--- src/rtl/alu_op_issuer.sv ---
// ALU op issuer: decodes RV32 ALU/branch requests, drives an external ALU for one cycle, returns the result.
// Optional macro ALU_ISSUE_BACK_TO_BACK_EN lets RESP hand straight over to EXEC for 1 op / 2 cycles.
module alu_op_issuer (
  input  logic        clk,
  input  logic        rst,
  input  logic        req_valid,
  output logic        req_ready,
  input  logic [2:0]  req_funct3,
  input  logic        req_funct7_5,
  input  logic        req_is_branch,
  input  logic [4:0]  req_rd,
  input  logic [31:0] req_rs1_val,
  input  logic [31:0] req_rs2_val,
  output logic [2:0]  alu_opcode,
  output logic [31:0] alu_operand_1,
  output logic [31:0] alu_operand_2,
  input  logic [31:0] alu_result,
  input  logic        alu_zero,
  output logic        rsp_valid,
  input  logic        rsp_ready,
  output logic [4:0]  rsp_rd,
  output logic [31:0] rsp_data,
  output logic        rsp_zero,
  output logic        rsp_taken,
  output logic        rsp_illegal,
  output logic [15:0] op_count
);

  localparam logic [2:0] OP_NOP = 3'b000;
  localparam logic [2:0] OP_ADD = 3'b001;
  localparam logic [2:0] OP_SUB = 3'b010;
  localparam logic [2:0] OP_AND = 3'b011;
  localparam logic [2:0] OP_OR  = 3'b100;
  localparam logic [2:0] OP_SLL = 3'b101;
  localparam logic [2:0] OP_SRL = 3'b110;

  localparam logic [1:0] BR_NONE = 2'd0;
  localparam logic [1:0] BR_EQ   = 2'd1;
  localparam logic [1:0] BR_NE   = 2'd2;

  typedef enum logic [1:0] {IDLE = 2'd0, EXEC = 2'd1, RESP = 2'd2} state_t;

  typedef struct packed {
    logic       illegal;
    logic [2:0] opcode;
    logic [1:0] br;
  } dec_t;

  function automatic dec_t decode(input logic [2:0] f3, input logic f7_5, input logic is_br);
    dec_t d;
    d.illegal = 1'b0;
    d.opcode  = OP_NOP;
    d.br      = BR_NONE;
    if (is_br) begin
      case (f3)
        3'b000:  begin d.opcode = OP_SUB; d.br = BR_EQ; end
        3'b001:  begin d.opcode = OP_SUB; d.br = BR_NE; end
        default: d.illegal = 1'b1;
      endcase
    end else begin
      case (f3)
        3'b000:  d.opcode = f7_5 ? OP_SUB : OP_ADD;
        3'b111:  d.opcode = OP_AND;
        3'b110:  d.opcode = OP_OR;
        3'b001:  d.opcode = OP_SLL;
        3'b101: begin
          if (!f7_5) begin
            d.opcode = OP_SRL;
          end else begin
            d.illegal = 1'b1;
          end
        end
        default: d.illegal = 1'b1;
      endcase
    end
    return d;
  endfunction

  state_t      state_r;
  dec_t        dec_s;
  logic        req_fire_s;
  logic        rsp_fire_s;
  logic [2:0]  alu_opcode_r;
  logic        illegal_r;
  logic [1:0]  br_r;
  logic [4:0]  rd_r;
  logic [31:0] op1_r;
  logic [31:0] op2_r;
  logic [4:0]  rsp_rd_r;
  logic [31:0] rsp_data_r;
  logic        rsp_zero_r;
  logic        rsp_taken_r;
  logic        rsp_illegal_r;
  logic [15:0] op_count_r;

  // Request decode and handshake qualification.
  always_comb begin
    dec_s = decode(req_funct3, req_funct7_5, req_is_branch);
`ifdef ALU_ISSUE_BACK_TO_BACK_EN
    req_ready = (state_r == IDLE) || ((state_r == RESP) && rsp_ready);
`else
    req_ready = (state_r == IDLE);
`endif
    req_fire_s = req_valid && req_ready;
    rsp_fire_s = (state_r == RESP) && rsp_ready;
  end

  // FSM, operand/decode capture, response capture and op counter.
  always_ff @(posedge clk) begin
    if (rst) begin
      state_r       <= IDLE;
      alu_opcode_r  <= OP_NOP;
      illegal_r     <= 1'b0;
      br_r          <= BR_NONE;
      rd_r          <= 5'd0;
      op1_r         <= 32'd0;
      op2_r         <= 32'd0;
      rsp_rd_r      <= 5'd0;
      rsp_data_r    <= 32'd0;
      rsp_zero_r    <= 1'b0;
      rsp_taken_r   <= 1'b0;
      rsp_illegal_r <= 1'b0;
      op_count_r    <= 16'd0;
    end else begin
      // alu_opcode is only non-NOP during the single EXEC cycle that follows an accept.
      if (req_fire_s) begin
        alu_opcode_r <= dec_s.opcode;
        illegal_r    <= dec_s.illegal;
        br_r         <= dec_s.br;
        rd_r         <= req_rd;
        op1_r        <= req_rs1_val;
        op2_r        <= req_rs2_val;
      end else begin
        alu_opcode_r <= OP_NOP;
      end

      if (rsp_fire_s && (op_count_r != 16'hFFFF)) begin
        op_count_r <= op_count_r + 16'd1;
      end else begin
        op_count_r <= op_count_r;
      end

      case (state_r)
        IDLE: begin
          state_r <= req_fire_s ? EXEC : IDLE;
        end
        EXEC: begin
          state_r       <= RESP;
          rsp_rd_r      <= rd_r;
          rsp_illegal_r <= illegal_r;
          rsp_data_r    <= illegal_r ? 32'd0 : alu_result;
          rsp_zero_r    <= illegal_r ? 1'b1 : alu_zero;
          case (br_r)
            BR_EQ:   rsp_taken_r <= alu_zero;
            BR_NE:   rsp_taken_r <= ~alu_zero;
            default: rsp_taken_r <= 1'b0;
          endcase
        end
        RESP: begin
          if (rsp_fire_s) begin
            state_r <= req_fire_s ? EXEC : IDLE;
          end else begin
            state_r <= RESP;
          end
        end
        default: state_r <= IDLE;
      endcase
    end
  end

  assign alu_opcode    = alu_opcode_r;
  assign alu_operand_1 = op1_r;
  assign alu_operand_2 = op2_r;
  assign rsp_valid     = (state_r == RESP);
  assign rsp_rd        = rsp_rd_r;
  assign rsp_data      = rsp_data_r;
  assign rsp_zero      = rsp_zero_r;
  assign rsp_taken     = rsp_taken_r;
  assign rsp_illegal   = rsp_illegal_r;
  assign op_count      = op_count_r;

endmodule

--- config.mk ---
export PLATFORM = sky130hd
export DESIGN_NAME = alu_op_issuer
export DESIGN_NICKNAME = d
export VERILOG_FILES = /design/src/rtl/alu_op_issuer.sv
export SDC_FILE = /design/constraint.sdc
export NUM_CORES = 1
export LEC_CHECK = 0
export ABC_AREA = 1
export BUFFER_PORTS_ARGS = -buffer_cell sky130_fd_sc_hd__buf_2
export CORE_ASPECT_RATIO = 1.25
export CORE_MARGIN = 3
export CORE_UTILIZATION = 46
export DETAILED_ROUTE_END_ITERATION = 16
export PLACE_DENSITY_LB_ADDON = 0.12
export SYNTH_ARGS = -nofsm -noshare
export SYNTH_HDL_FRONTEND = slang
export SYNTH_SLANG_ARGS = --single-unit
--- constraint.sdc ---
create_clock -name clk -period 1.7 [get_ports clk]
set_clock_uncertainty 0.05 [all_clocks]
set_input_delay 0.255 -clock clk [delete_from_list [all_inputs] [get_ports clk]]
set_output_delay 0.255 -clock clk [all_outputs]
set_load 0.03 [all_outputs]
[Word-level counts from Yosys, hierarchy flattened]
Index checks and enable logic that the tools add are counted.
Word-level totals
  input bits: 111
  latch bits: 0
  RAM bits: 0
  register bits: 133
  bits in read-only memories: 0
  memories kept: 0
Operators by class
  divide/modulo/power cells: 0
  equal/unequal tests: 9
  bitwise operators: 2
  shifts and indexed selects: 0
  mux-type cells: 15
  reductions and logical operators: 8
  $add $sub $neg: 1
  $lt $le $gt $ge: 0
  $mul: 0
Operators with widths (number)
  $mux W32: 1
  $add A16 B1 Y16 const B: 1
  $ne A16 B16 Y1 const B: 1
  $pmux W3 S5: 1
  $eq A3 B3 Y1 const B: 3
  $pmux W4 S2: 1
  $mux W2: 3
  $pmux W2 S3: 1
  $eq A2 B1 Y1 const B: 2
  $eq A2 B2 Y1 const B: 2
  $mux W1: 4
  $mux W4: 1
  $pmux W1 S2: 2
  $reduce_or A2 Y1: 2
  $reduce_or A4 Y1: 1
  $eq A3 B1 Y1 const B: 1
  $logic_and A1 B1 Y1: 3
  $logic_not A3 Y1: 1
  $mux W3: 1
  $logic_not A2 Y1: 1
  $not A1 Y1: 2

[Depth between registers and ports, before layout]
Gate-level depths: netlist of run 1.
  word-level depth: 5
  depth in mapped cells: 9

[Worst setup path after synthesis of run 1]
OpenSTA, ideal clock, no wires.
  path kind: register to register
  from: register op_count_r[0], in the netlist op_count[0]
  to: register op_count_r[11], in the netlist op_count[11]
  stages on the path, launching flop included: 10
  buffers on the path: 1
  data required time: 1514 ps
  library setup time: 136 ps
  arrival: 1513 ps
  setup slack: 1 ps
  cells stage by stage: dfxtp_1 -> ha_1 -> nand2_1 -> nor2_4 -> nand2_4 -> nor2_4 -> nor2_4 -> buf_6 -> nand2_1 -> a21oi_2
Between the ends
  longest elaborated chain between the ends: 2
RTL lines
  from (decl): RTL line 94  | logic [15:0] op_count_r;
  from (signal assigned): RTL line 138  | op_count_r <= op_count_r + 16'd1;
  from (signal assigned): RTL line 140  | op_count_r <= op_count_r;
  parallel branches: the longest is 2 deep, another holds $add A16 B1 Y16
Parallel ways; which one is timed is not known.
A chain may end at the register's enable or synchronous reset.

[Worst setup path after layout of run 1]
  from: register op_count_r[1], in the netlist op_count[1]
  to: register op_count_r[15], in the netlist op_count[15]
Same word-level chain as after synthesis.

==> metrics.txt, run 1 <==
outcome=finished clean; FF+latch count, synth=133; Core Region=10600 µm²; endpoint class of the critical path=register; CTS root buffer=clkbuf_16; Tot GR Track Use=21.9%; gpl congestion=0.783; clock tree sinks=133; Core Util, Final=65.8%; Min-Delay Path Class=primary input to register; Avg WL per Cell=~13 µm; initial antenna violation count=0; residual DRC count=0; worst setup path class=register to register; # diodes=0; setup_tns=0 ps; Distinct cells, synth=29; RSZ-0062 raised after global routing=false; largest net degree at the start of global routing=66; DRT Wirelength=~13000 µm; worst slew pin tran=424 ps; H-tree levels=4; Critical Path Max Stage Delay=370 ps; DP Cell Count=978; total gr overflow=0; critical-path cell list=ha_1 -> nand2_1 -> nor2_4 -> nand2_4 -> nor2_4 -> nor2_4 -> buf_12 -> a21oi_1 -> nor2_1; Peak VDD IR=0.774 mV; Slew Limit Fails=0; Clock Latency Late Sink=400 ps; sequential area share after synthesis=52.9%; Crit Path Max Fanout=16; final hold viol count=0; Fmax=slightly above 0.6 GHz; Ports=236; Crit-path slowest cell=dfxtp_1; period utilisation layout=94.5%; DRT iter0 DRCs=167; delay-heaviest family, CP=simple AND/OR/NAND/NOR gates; Period minus WS final=approximately 1600 ps; first-pass GRT wire length=about 22000 µm; Antenna Nets Post-Route=0; Leakage=around 3.4 nW; grt met1 use=between 20% and 30%; Initial Util=a little under half; final setup violation count=0; final std cells w/o fill=1010; Vias=~4900; Fillers=935; Clock Path Buffers=2; die area=between 10000 and 15000 µm²; met3 Resource Use GR=7.22%; IO buf count=235; power per standard cell area=1220 nW/µm²; max-capacitance violation count=0; grt met2 use=38.9%; CTS tree=yes; die width=99.6 µm; asr flop ratio synth=0%; warning count from the yosys run=0; clk slew on worst S/H paths=60 ps; Post-synth EDFFs=0; vias in the first global route=roughly 4700; Rel. slew slack=71.7%; CP arrival=1840 ps; nets=979; Die Y-Extent=123 µm; # rows=42; share of cells above drive strength 1=35.4%; Final HPWL DP=9940 µm; CP bufs+invs=1; Cells after Synth=634; predominant post-synthesis flop cell=dfxtp_1; DRT Pass-1 Iters=4; total CTS buffers=17; Area growth, synth to finish=38.7%; mapped cell area=5040 µm²; global routing's busiest layer=met2; CP Data Required Time=just under 2000 ps; syn avg cell area=7.95 µm²; Worst setup SP type=register; Crit path top cell by count=nor2_4; DR vias/cell=4.89; Syn Nets=about 750
==> state kept, by name, indices dropped and copies added (netlist names) <==
| signal | flops |
|---|---|
| alu_operand_2 | 32 |
| rsp_zero | 1 |
| alu_operand_1 | 32 |
| illegal_r | 1 |
| rsp_data | 32 |
| state_r | 2 |
| rsp_illegal | 1 |
| rsp_rd | 5 |
| br_r | 2 |
| op_count | 16 |
| alu_opcode | 3 |
| rsp_taken | 1 |
| rd_r | 5 |
==> cell usage in the layout (no fill, tap or decap), types with 8 or more instances in the layout <==
master     netlist  routed
a21oi_1          8       8
a21oi_2          9       9
a22oi_1         32      32
buf_2            7     235
buf_4            7      11
clkbuf_16        0      17
dfxtp_1        133     132
inv_1           17      17
nand2_1         58      57
nand3_1         12      12
nor2_1         206     206
o21ai_0         74      74
==> synthesized netlist by cell type, types with 2 or more instances <==
library cell	n	share of area [%]
o21ai_0	74	7.4
clkinv_1	2	0.15
clkbuf_1	21	1.6
nand2_1	58	4.3
nand2_2	2	0.25
nand2_4	2	0.45
nand4_1	6	0.75
o21ai_1	5	0.50
nor3_1	6	0.60
nor2_2	5	0.62
nor2_1	206	15
a22oi_1	32	4.8
xor2_1	4	0.70
buf_2	7	0.70
dfxtp_1	133	53
nor2_4	5	1.1
a21oi_2	9	1.6
nand3_1	12	1.2
inv_1	17	1.3
inv_2	4	0.30
xnor2_1	2	0.35
buf_4	7	1.0
a21oi_1	8	0.79
a32oi_1	2	0.35
==> cells by family (layout without fill, tap and decap cells) <==
group	count (synthesis)	after routing	share of synthesized area, %
adder cells (fa/ha/maj)	1	1	0.248
AO/OA/AOI/OAI	133	134	16.0
XOR/XNOR	6	6	1.04
flip-flops	133	133	52.9
AND/OR/NAND/NOR	302	302	24.6
buffers and inverters	59	302	5.24
==> power by group <==
part           leakage [nW]  internal, W  total [W]  switching (W)
registers              1.09      0.00333    0.00343       0.000101
logic                  1.99     0.000396    0.00123       0.000834
clock network         0.307      0.00259    0.00385        0.00126
==> stage by stage <==
step                setup slack, ps  hold WS [ps]  power, W  cell area (µm²)
finish                         94.2          43.3   0.00851             6990
global route                   6.73          29.6   0.00886             6990
CTS                            71.7          30.4   0.00858             6960
detailed placement             74.8           416   0.00473             6330
global placement                162           406   0.00470             6330
floorplan                     0.904           283   0.00430             5040
==> layer usage <==
layer	part of all wire, %	up-vias
met2	53	155
met3	7.1	17
li1	-	2533
met1	38	2235
met5	0	-
met4	1.9	0
==> worst paths after layout <==
| check | start | endpoint | slack (ps) | cells after the start |
|---|---|---|---|---|
| worst max-delay path | op_count[1] | op_count[15] | 90 | 9 |
| worst min-delay path | alu_result[30] | rsp_data[30] | 40 | 3 |
| worst max register to register | op_count[1] | op_count[15] | 90 | 9 |
| worst min register to register | alu_operand_2[12] | alu_operand_2[12] | 420 | 2 |
==> worst min-delay path, delay by kind of cell <==
kind | cells | cell delay (ps)
AO/OA/AOI/OAI | 1 | 50
buffers and inverters | 1 | 70
AND/OR/NAND/NOR | 1 | 70
==> final cells by class <==
class | count | area [µm²] | area share (%)
Multi-Input combinational cell | 443 | 2120 | 30.4
Clock buffer | 21 | 480 | 6.88
Timing Repair Buffer | 249 | 1320 | 18.9
Inverter | 23 | 86.3 | 1.24
Sequential cell | 133 | 2660 | 38.1
Clock inverter | 9 | 150 | 2.15
Tap cell | 132 | 165 | 2.36
==> what timing repair did <==
action / 4_1_cts / 5_1_grt
endpoints found under the hold margin: 0 / 0
resized for setup: 0 / 1
hold buffers: 0 / 0
endpoints found under the setup margin: 0 / 8
setup buffers: 0 / 1
Note: power is estimated with default switching activity, not from simulation.
==> run 2, diff against run 1 <==
- CORE_UTILIZATION: 46 -> 50
- clock period: 1.7 -> 2.06 ns (I/O delays scaled with it)
==> run 2 against run 1 <==
Compared with the run above:
- sequential power down 17%
- core utilization is 4.9 points higher
- hold slack gained 55 ps
- combinational power is 18% lower
- fmax decreased by 2.9%
- clock-buffer cell count down 2
- non-clock buffer count is 6 lower
- global-route usage is 2.1 points higher
- sequential share of layout area rose by 0.63 points
- critical path depth is 2 lower
- final cell count decreased by 1.1%
- largest cell class unchanged
- largest power group unchanged
==> metrics.txt, run 2 (same netlist as run 1, synthesis figures left out) <==
Min Hold Slack=97.9 ps (+54.6 ps); CP Data Required Time=2350 ps (+420 ps); worst setup path class=register to register; die area=11300 µm² (-7.6%); Worst setup SP type=register; Leakage=3.33 nW (-1.9%); worst slew pin tran=538 ps (+114 ps); Clock Path Buffers=2 (unchanged); Antenna Nets Post-Route=0 (unchanged); vias in the first global route=4836 (+3.7%); commonest non-fill, non-tap cell in the layout=buf_2; CP arrival=1940 ps (+100 ps); Clock Latency Late Sink=400 ps (about the same); nets=972 (-0.72%); clk slew on worst S/H paths=60 ps (about the same); Min-Delay Path Class=primary input to register; Vias=5058 (+2.4%); Core Region=9710 µm² (-8.5%); first-pass GRT wire length=21800 µm (+1.2%); Hold Path Cell Cnt=3 (unchanged); DRT iter0 DRCs=222 (+33%); area post-placement=6270 µm² (-0.91%); IO buf count=235 (unchanged); Initial Util=51.9% (+4.4 points); Avg WL per Cell=13.7 µm (+2.3%); Peak VDD IR=0.637 mV (-18%); Area growth, synth to finish=36.4%; final std cells w/o fill=999 (-1.1%); DP Cell Count=967 (-1.1%); Post-CTS Setup Bufs=0 (unchanged); share of cells above drive strength 1=34.8% (-0.60 points); Fmax=0.605 GHz (-2.9%); largest net degree at the start of global routing=64 (-3.0%); total gr overflow=0 (unchanged); # rows=40 (-4.8%); Period minus WS final=1650 ps (+47.3 ps); Design Area, Final=6870 µm² (-1.7%); final hold viol count=0 (unchanged); R2R Path Start=op_count[0]; Slew Limit Fails=0 (unchanged); H-tree levels=4 (unchanged); RSZ-0062 raised after global routing=false; # diodes=0 (unchanged); period utilisation layout=80.2% (-14 points); DR vias/cell=5.06 (+3.5%); Resized cells post-CTS=0 (unchanged); PnR Total Power=0.00685 W (-19%); Tot GR Track Use=24.0% (+2.1 points); R2R setup slack=410 ps (+310 ps); Rel. slew slack=64.1% (-7.6 points); power per standard cell area=997 nW/µm² (-18%); Ports=236 (unchanged); residual DRC count=0 (unchanged); outcome=finished clean; Final HPWL DP=9920 µm (-0.17%); DRT Wirelength=13700 µm (+1.2%); CTS root buffer=clkbuf_16; worst reg-to-reg path cell count=7 (-2); setup_tns=0 ps (unchanged); final setup violation count=0 (unchanged); gpl congestion=0.834 (+6.6%); total CTS buffers=17 (unchanged); hold_sp=alu_result[6]; Crit Reg-Reg Endpoint=op_count[9]; Die Y-Extent=118 µm (-3.9%); max-capacitance violation count=0 (unchanged); initial antenna violation count=0 (unchanged); CTS tree=yes; Hold EP=rsp_data[6]; Crit Path Max Fanout=10 (-6); most frequent cells in the layout=235 x buf_2, 206 x nor2_1, 133 x dfxtp_1, 74 x o21ai_0, 57 x nand2_1; DRT Pass-1 Iters=5 (+1); endpoint class of the critical path=register; clock tree sinks=133 (unchanged); hold-fix buffers at CTS=0 (unchanged); die width=95.8 µm (-3.8%)
==> run 2: changes by cell type in the layout (fill, tap and decap cells not counted), sizes merged <==
cell,change
buf,-6
bufinv,-1
clkbuf,-2
clkinv,+3
clkinvlp,+2
o21ai,-1
==> run 2: report_power, final <==
group          switching, W  total (W)  leakage, nW  internal [W]
registers         0.0000850    0.00283         1.09       0.00274
clock network       0.00109    0.00301        0.285       0.00193
logic              0.000689    0.00101         1.95      0.000318
total               0.00186    0.00685         3.33       0.00499
==> run 2: worst max-delay path, stage by stage (launching register included) <==
cell     delay (ps)
dfxtp_1         400
ha_1            240
nand2_1         120
nor2_4          130
nand2_4          80
o21ai_4         290
nand2_1         130
a21oi_2         160
==> run 2: per-stage QoR <==
stage | utilization, % | setup WS (ps)
CTS | 70.7 | 396
detailed placement | 64.6 | 427
floorplan | - | 361
global placement | 64.6 | 510
finish | 70.7 | 407
global route | 70.7 | 247
==> run 2: cell type report <==
type / instances / area [µm²]
Sequential cell: 133 / 2660
Timing Repair Buffer: 243 / 1250
Inverter: 23 / 86.3
Multi-Input combinational cell: 442 / 2110
Fill cell: 802 / 2840
Clock inverter: 13 / 158
Clock buffer: 19 / 443
Tap cell: 126 / 158
==> run 2: routing by layer <==
| metal | GRT usage [%] | share of wire, % | vias to the layer above |
|---|---|---|---|
| met5 | 0 | 0 | - |
| met4 | 9.88 | 2.3 | 0 |
| met3 | 7.70 | 8.3 | 24 |
| met2 | 41.9 | 52 | 195 |
| met1 | 26.1 | 37 | 2317 |
| li1 | - | - | 2522 |
==> run 2: worst max-delay path by stage <==
stage | startpoint | endpoint | cells past startpoint
finish | op_count[0] | op_count[9] | 7
global route | state_r[0] | alu_operand_2[0] | 5
CTS | op_count[0] | op_count[9] | 7
detailed placement | op_count[0] | op_count[9] | 7
global placement | req_valid | alu_operand_2[0] | 5
floorplan | op_count[0] | op_count[11] | 9
==> run 3, diff against run 2 <==
- CORE_UTILIZATION: 50 -> 46
- clock period: 2.06 -> 1.6 ns (I/O delays scaled with it)
==> run 3 against run 2 <==
Compared with the run above:
- sequential cell count is the same
- fmax grew 10%
- highest routed layer unchanged
- sequential share of layout area fell by 0.82 points
- combinational power increased by 32%
- core utilization decreased by 4.5 points
==> metrics.txt, run 3 (same netlist as run 1, synthesis figures left out) <==
DP Cell Count=984 (+1.8%); worst slew pin tran=446 ps (-92.6 ps); Area growth, synth to finish=39.6%; Switch Pwr=0.00245 W (+32%); Post-CTS Setup Bufs=0 (unchanged); Leakage=3.40 nW (+2.2%); Fillers=970 (+21%); DR vias/cell=4.94 (-2.5%); largest net degree at the start of global routing=62 (-3.1%); CTS tree=yes; residual DRC count=0 (unchanged); vias in the first global route=4759 (-1.6%); CP arrival=1790 ps (-150 ps); max-capacitance violation count=0 (unchanged); setup ws final=104 ps (-303 ps); PnR Total Power=0.00890 W (+30%); outcome=finished clean; DRT iter0 DRCs=182 (-18%); Core Region=10600 µm² (+9.3%); pre-CTS WS=36.0 ps (-391 ps); endpoint class of the critical path=register; final setup violation count=0 (unchanged); final std cells w/o fill=1016 (+1.7%); Initial Util=47.5% (-4.4 points); Clk pwr share=44.2% (+0.2 points); switch share=27.6% (+0.41 points); Peak VDD IR=0.815 mV (+28%); gpl congestion=0.826 (-0.96%); Resized cells post-CTS=0 (unchanged); # diodes=0 (unchanged); DRT Wirelength=13500 µm (-0.94%); Period minus WS final=1500 ps (-157 ps); clock tree sinks=133 (unchanged); Fmax=0.668 GHz (+10%); IO buf count=235 (unchanged); Design Area, Final=7030 µm² (+2.4%); Worst setup SP type=register; Clock Latency Late Sink=400 ps (about the same); worst setup path class=register to register; first-pass GRT wire length=21200 µm (-2.4%); commonest non-fill, non-tap cell in the layout=buf_2; nets=983 (+1.1%); H-tree levels=4 (unchanged); clk slew on worst S/H paths=60 ps (about the same); Ports=236 (unchanged); die width=99.6 µm (+4.0%); Vias=5018 (-0.79%); die area=12200 µm² (+8.2%); hold-fix buffers at CTS=0 (unchanged); # rows=42 (+5.0%); period utilisation layout=93.5% (+13 points); CP Data Required Time=1890 ps (-460 ps); Antenna Nets Post-Route=0 (unchanged); Crit Path Max Fanout=10 (unchanged); total gr overflow=0 (unchanged); Final HPWL DP=9910 µm (-0.13%); Flop pwr share=40.9% (-0.4 points); Internal=0.00645 W (+29%); share of cells above drive strength 1=36.0% (+1.2 points); Min-Delay Path Class=primary input to register; Die Y-Extent=123 µm (+4.0%); total CTS buffers=17 (unchanged); setup_tns=0 ps (unchanged); most frequent cells in the layout=235 x buf_2, 206 x nor2_1, 130 x dfxtp_1, 74 x o21ai_0, 57 x nand2_1; Tot GR Track Use=21.5% (-2.5 points); Rel. slew slack=70.3% (+6.2 points); share of total power in combinational logic=14.9% (+0.2 points); CTS root buffer=clkbuf_16; Clock Path Buffers=2 (unchanged); final hold viol count=0 (unchanged); Slew Limit Fails=0 (unchanged); power per standard cell area=1270 nW/µm² (+27%); area post-placement=6410 µm² (+2.3%); DRT Pass-1 Iters=4 (-1); initial antenna violation count=0 (unchanged); Avg WL per Cell=13.3 µm (-2.6%)
run 3: changes by cell type in the layout (fill, tap and decap cells not counted), sizes merged:
cell and change:
buf +11, clkinv -2, clkinvlp -1, inv +3
run 3: power by group through the flow:
stage                     Clock, W  Sequential, W  Combinational (W)
after floorplan                  0        0.00410           0.000468
after global placement           0        0.00370            0.00132
after detailed placement         0        0.00371            0.00134
after CTS                  0.00401        0.00364            0.00134
after global routing       0.00417        0.00366            0.00146
final                      0.00393        0.00364            0.00133
run 3: final timing paths:
check | startpoint | to | slack, ps | cells past startpoint
hold / removal | alu_result[17] | rsp_data[17] | 20 | 3
setup reg to reg | op_count[0] | op_count[14] | 100 | 7
setup / recovery | op_count[0] | op_count[14] | 100 | 7
hold reg to reg | alu_operand_1[25] | alu_operand_1[25] | 430 | 2
run 3: critical path, cell delays in order (launching register included):
cell	delay, ps
dfxtp_4	380
ha_4	150
nand2_1	80
nor2_4	150
nand2_4	80
o21ai_4	270
nand2_1	120
a21oi_2	150
run 3: area by class of cell:
| cell class | count | area, µm² | area share, % |
|---|---|---|---|
| inverter | 23 | 86.3 | 1.23 |
| timing repair buffer | 254 | 1380 | 19.6 |
| clock buffer | 19 | 433 | 6.15 |
| tap | 132 | 165 | 2.35 |
| sequential | 133 | 2670 | 37.9 |
| multi-input combinational | 442 | 2130 | 30.2 |
| clock inverter | 13 | 174 | 2.47 |
run 3: stage by stage:
stage / util, % / hold slack [ps]
6_report: 66.3 / 19.3
5_1_grt: 66.3 / 13.8
4_1_cts: 66.1 / 7.69
3_5_place_dp: 60.4 / 417
3_3_place_gp: 60.4 / 407
2_1_floorplan: - / 268
run 3: per-layer routing:
metal | wire length [µm] | vias to the layer above | track usage (%)
met5 | 0 | - | 0
met4 | 263 | 0 | 9.22
met3 | 1020 | 20 | 7.45
met2 | 7100 | 169 | 37.5
met1 | 5140 | 2284 | 23.7
li1 | - | 2545 | -
